**src/rtl/onehot_display_decoder_pkg.sv**
```systemverilog
// Shared types and constants for the one-hot LED / 7-segment display decoder.
// Segment patterns are {a..g}, active-low, for a common-anode digit.
package onehot_display_decoder_pkg;

    localparam logic [6:0] SEG_BLANK = 7'b1111111;

    // Indexed by digit: SEG_TABLE[0] is the pattern for '0'.
    localparam logic [7:0][6:0] SEG_TABLE = {
        7'b0001111,  // 7
        7'b0100000,  // 6
        7'b0100100,  // 5
        7'b1001100,  // 4
        7'b0000110,  // 3
        7'b0010010,  // 2
        7'b1001111,  // 1
        7'b0000001   // 0
    };

    typedef enum logic {
        ST_IDLE = 1'b0,
        ST_SHOW = 1'b1
    } state_e;

    typedef struct packed {
        logic       blank;
        logic [2:0] code;
    } entry_t;

    function automatic logic [7:0] led_of(input entry_t e);
        return e.blank ? 8'h00 : 8'(8'h01 << e.code);
    endfunction

    function automatic logic [6:0] seg_of(input entry_t e);
        return e.blank ? SEG_BLANK : SEG_TABLE[e.code];
    endfunction

endpackage

```
**src/rtl/onehot_display_decoder_disp_fifo2.sv**
```systemverilog
// Two-entry FIFO of display entries; caller never pushes when full nor pops when empty.
module disp_fifo2
    import onehot_display_decoder_pkg::*;
(
    input  logic       clk,
    input  logic       rst,
    input  logic       push,
    input  logic       pop,
    input  entry_t     wdata,
    output entry_t     rdata,
    output logic       full,
    output logic       empty,
    output logic [1:0] count
);

    entry_t mem [2];
    logic   wr_ptr;
    logic   rd_ptr;

    // Storage carries no reset; occupancy is tracked by count alone.
    always_ff @(posedge clk) begin
        if (push) begin
            mem[wr_ptr] <= wdata;
        end
    end

    always_ff @(posedge clk) begin
        if (rst) begin
            wr_ptr <= 1'b0;
            rd_ptr <= 1'b0;
            count  <= 2'd0;
        end else begin
            if (push) begin
                wr_ptr <= ~wr_ptr;
            end
            if (pop) begin
                rd_ptr <= ~rd_ptr;
            end
            case ({push, pop})
                2'b10:   count <= count + 2'd1;
                2'b01:   count <= count - 2'd1;
                default: count <= count;
            endcase
        end
    end

    assign rdata = mem[rd_ptr];
    assign full  = (count == 2'd2);
    assign empty = (count == 2'd0);

endmodule

```
**src/rtl/onehot_display_decoder.sv**
```systemverilog
// Buffers 3-bit position codes and shows each as a one-hot LED pattern for HOLD_CYCLES clocks.
// Define DISPLAY_DECODER_SEG_EN to also echo the code on an active-low 7-segment digit.
module onehot_display_decoder
    import onehot_display_decoder_pkg::*;
#(
    parameter int unsigned HOLD_CYCLES = 4
) (
    input  logic       clk,
    input  logic       rst,
    input  logic       in_valid,
    output logic       in_ready,
    input  logic [2:0] in_code,
    input  logic       in_blank,
    output logic [7:0] led,
    output logic [6:0] sseg,
    output logic       busy
);

    localparam int unsigned CNT_W = (HOLD_CYCLES > 1) ? $clog2(HOLD_CYCLES) : 1;
    localparam logic [CNT_W-1:0] CNT_LOAD = CNT_W'(HOLD_CYCLES - 1);

    state_e           state;
    state_e           state_next;
    logic [CNT_W-1:0] cnt;
    logic [CNT_W-1:0] cnt_next;
    logic             push;
    logic             pop;
    entry_t           wr_entry;
    entry_t           fifo_rdata;
    logic             fifo_full;
    logic             fifo_empty;
    logic [1:0]       fifo_count;

    assign in_ready = !rst && !fifo_full;
    assign push     = in_valid && in_ready;
    assign wr_entry = '{blank: in_blank, code: in_code};

    disp_fifo2 u_fifo (
        .clk   (clk),
        .rst   (rst),
        .push  (push),
        .pop   (pop),
        .wdata (wr_entry),
        .rdata (fifo_rdata),
        .full  (fifo_full),
        .empty (fifo_empty),
        .count (fifo_count)
    );

    always_ff @(posedge clk) begin
        if (rst) begin
            state <= ST_IDLE;
            cnt   <= '0;
        end else begin
            state <= state_next;
            cnt   <= cnt_next;
        end
    end

    // A pop always coincides with loading the display registers.
    always_comb begin
        state_next = state;
        cnt_next   = cnt;
        pop        = 1'b0;
        case (state)
            ST_IDLE: begin
                if (!fifo_empty) begin
                    pop        = 1'b1;
                    cnt_next   = CNT_LOAD;
                    state_next = ST_SHOW;
                end
            end
            ST_SHOW: begin
                if (cnt != '0) begin
                    cnt_next = cnt - CNT_W'(1);
                end else if (fifo_count != 2'd0) begin
                    pop      = 1'b1;
                    cnt_next = CNT_LOAD;
                end else begin
                    state_next = ST_IDLE;
                end
            end
            default: state_next = ST_IDLE;
        endcase
    end

    always_ff @(posedge clk) begin
        if (rst) begin
            led <= 8'h00;
        end else if (pop) begin
            led <= led_of(fifo_rdata);
        end
    end

`ifdef DISPLAY_DECODER_SEG_EN
    always_ff @(posedge clk) begin
        if (rst) begin
            sseg <= SEG_BLANK;
        end else if (pop) begin
            sseg <= seg_of(fifo_rdata);
        end
    end
`else
    assign sseg = SEG_BLANK;
`endif

    assign busy = (state == ST_SHOW);

endmodule

```
**config.mk**
```make
export PLATFORM = sky130hd
export DESIGN_NAME = onehot_display_decoder
export DESIGN_NICKNAME = d
export VERILOG_FILES = /design/src/rtl/onehot_display_decoder_pkg.sv /design/src/rtl/onehot_display_decoder_disp_fifo2.sv /design/src/rtl/onehot_display_decoder.sv
export SDC_FILE = /design/constraint.sdc
export NUM_CORES = 1
export LEC_CHECK = 0
export CAP_MARGIN = 20
export CORE_MARGIN = 4
export CORE_UTILIZATION = 48
export CTS_CLUSTER_DIAMETER = 40
export CTS_CLUSTER_SIZE = 8
export DETAILED_ROUTE_END_ITERATION = 10
export PLACE_DENSITY = 0.8
export RECOVER_POWER = 50
export SYNTH_ARGS = -nofsm -noshare
export SYNTH_HDL_FRONTEND = slang
export SYNTH_SLANG_ARGS = --single-unit
```
**constraint.sdc**
```tcl
create_clock -name clk -period 1.98 [get_ports clk]
set_input_delay 0.297 -clock clk [delete_from_list [all_inputs] [get_ports clk]]
set_output_delay 0.297 -clock clk [all_outputs]
set_load 0.01 [all_outputs]
```
==> impl_metrics.ini <==
[route]
drtPass1Iterations = 4
drt_iter0_markers = 16
viasPerCell = 5.28
drt-total-wl_um = 1800
detail_route.wl_per_cell_um = 12.0
via_count = 787
ant_nets = 0
drc_errors = 0

[cells_and_area]
final_util_pct = 63.1
nets = 132
final_cell_count_no_fill = 149
drive_gt1_share_pct = 9.02
final_area_sq_mm = 0.00126
area_growth_pct = 23.0
fillCellCount = 168
diodes = 0

[floorplan]
initial_core_util_pct = 51.2
core_area_sq_mm = 0.00200
die-area_sq_mm = 0.00294
die_x_um = 54.2
die_h_um = 54.2
ios = 24
rows = 16

[worst_setup_path]
critPathCaptureType = output pin
startpoint_type = input pin
cp_max_fo = 13
regToRegSetupSlack_ns = 0.25
arrival_ns = 1.58
critPathKind = input pin to output pin
worstPathRequired_ns = 1.68

[sta]
setup-violations-final = 0
finalCritPeriodShare_pct = 94.6
fin_tns_setup_ns = 0
hold_viol = 0
clock.fmax_ghz = 0.534
hold_slack_ns = 0.482
drv_slew = 0
skew_ns = 0.00177
rsz0062_at_grt = no
timing.final.crit_period_ns = 1.87

[pwr]
peakVddDrop_mv = 0.833
power_density_mw_per_mm2 = 1130
leakagePower_uw = 0.000482

[clock_tree]
clock-sinks = 24
clk_latency_ns = 0.30
cts-buffers-inserted = 3
postCtsSetupRepairBufs = 0
cts_tree = yes
clk_path_buf_depth = 2
root_buffer = clkbuf_4
cts.clk_slew.worst_paths_ns = 0.13
cts_max_level = 1

[placement]
gp_congestion = 0.752
port_buffers = 16
place_area_sq_mm = 0.00121
numPlacedInstances = 145
hpwlAfterDp_um = 1440

[min_path]
worstHoldPathType = flop to flop

[synth]
synth_xor_area_share_pct = 1.71
synth_most_common_cell = dfxtp_1
synth_cell_type_count = 31
synth_warnings = 0
synthMuxAreaShare_pct = 0
yosys.area.top_type = dfxtp_1
synthAdderAreaFrac_pct = 2.44
synthArstFlopShare_pct = 0
synth-simple-area-share_pct = 14.0
synth.cell_area_sq_mm = 0.00103
synth_top_area_share_pct = 31.2
synth_edf_count = 8
ys_top_cells_by_area = dfxtp_1, edfxtp_1, o32ai_1
synth_top_family_by_area = compound AO/OA/AOI/OAI gates
synth_seq_area_share_pct = 54.6
ys_top_cells_by_count = dfxtp_1, nand2_1, edfxtp_1, inv_1, o32ai_1
ys_ff_latch = 24
syn_inst = 101
synth_compound_area_share_pct = 17.6
avgSynthCellArea_sq_um = 10.2
synth-main-ff-cell = dfxtp_1

[global_route]
grt_max_degree = 15
antenna_found_initial = 0
grtUsageTotal_pct = 14.6
grt_pass1_wl_um = 3120
grt_overflow = 0
grt_pass1_vias = 744

[outcome]
outcome = complete, no violations

[run]
cap_violations = 0
-- state kept, by name, indices dropped and copies added, names as in the netlist, named ones only --
| signal | flops |
|---|---|
| cnt | 2 |
| u_fifo.wr_ptr | 1 |
| u_fifo.rd_ptr | 1 |
| led | 8 |
| u_fifo.count | 2 |
| u_fifo.mem | 8 |
| busy | 1 |
-- layout by cell type (no fill, tap or decap), types with 2 or more instances in the layout --
cell	synthesis	final
a21oi_1	5	5
a32oi_1	2	2
buf_4	7	4
clkbuf_4	0	3
clkdlybuf4s50_1	0	8
conb_1	1	7
dfxtp_1	16	15
dlygate4sd3_1	0	8
edfxtp_1	8	8
ha_1	2	2
inv_1	8	8
nand2_1	10	10
nor2_1	7	7
nor2b_1	3	2
nor3_1	2	2
o21ai_0	2	2
o32ai_1	8	8
or3_1	4	4
-- cell families (layout without fill, tap and decap cells) --
family	Yosys count	in the layout
adder cells (fa/ha/maj)	2	2
AO/OA/AOI/OAI	24	24
AND/OR/NAND/NOR	30	30
XOR/XNOR	2	2
flip-flops	24	24
other	1	7
buffers and inverters	18	33
-- per-layer routing --
layer	GRT usage (%)	wire length, um	vias to the layer above	part of all wire, %
met5	0	0	-	0
met4	6.22	17	0	0.95
met3	2.45	104	2	5.8
met2	26.5	926	20	52
met1	16.8	748	364	42
li1	-	-	401	-
-- critical path: stages --
cell,delay [ns]
clkdlybuf4s50_1,0.41
buf_4,0.18
nor2_1,0.13
clkdlybuf4s50_1,0.55
-- area by class of cell --
type                            instances  area (sq um)  share of cell area, %
Inverter                                8          30.0                   2.38
Tap cell                               27          33.8                   2.68
Multi-Input combinational cell         65           395                   31.3
Timing Repair Buffer                   21           194                   15.4
Sequential cell                        24           562                   44.5
Clock buffer                            4          47.5                   3.77
-- per-stage QoR --
stage	worst slack [ns]	total power, uW
2_1_floorplan	0.173	980
3_3_place_gp	-0.00966	1110
3_5_place_dp	-0.0605	1150
4_1_cts	0.0708	1440
5_1_grt	0.0336	1530
6_report	0.106	1420
-- where the power goes --
group,leakage [uW],switching (uW),internal (uW)
Combinational,0.000251,232,218
Clock,0.0000261,142,154
Sequential,0.000204,78.9,596
Total,0.000482,453,967
-- final timing paths --
kind / from / to / cells after the start
hold reg to reg: led[5]$_SDFFE_PP0P_ / led[5]$_SDFFE_PP0P_ / 2
hold / removal: led[5]$_SDFFE_PP0P_ / led[5]$_SDFFE_PP0P_ / 2
setup reg to reg: u_fifo.count[1]$_SDFFE_PP0P_ / u_fifo.count[1]$_SDFFE_PP0P_ / 5
setup / recovery: rst / in_ready / 4
-- repair_timing --
item / CTS / global route
resized for setup: 0 / 2
hold buffers: 0 / 0
endpoints found under the setup margin: 0 / 1
(Power assumes the default switching activity.)
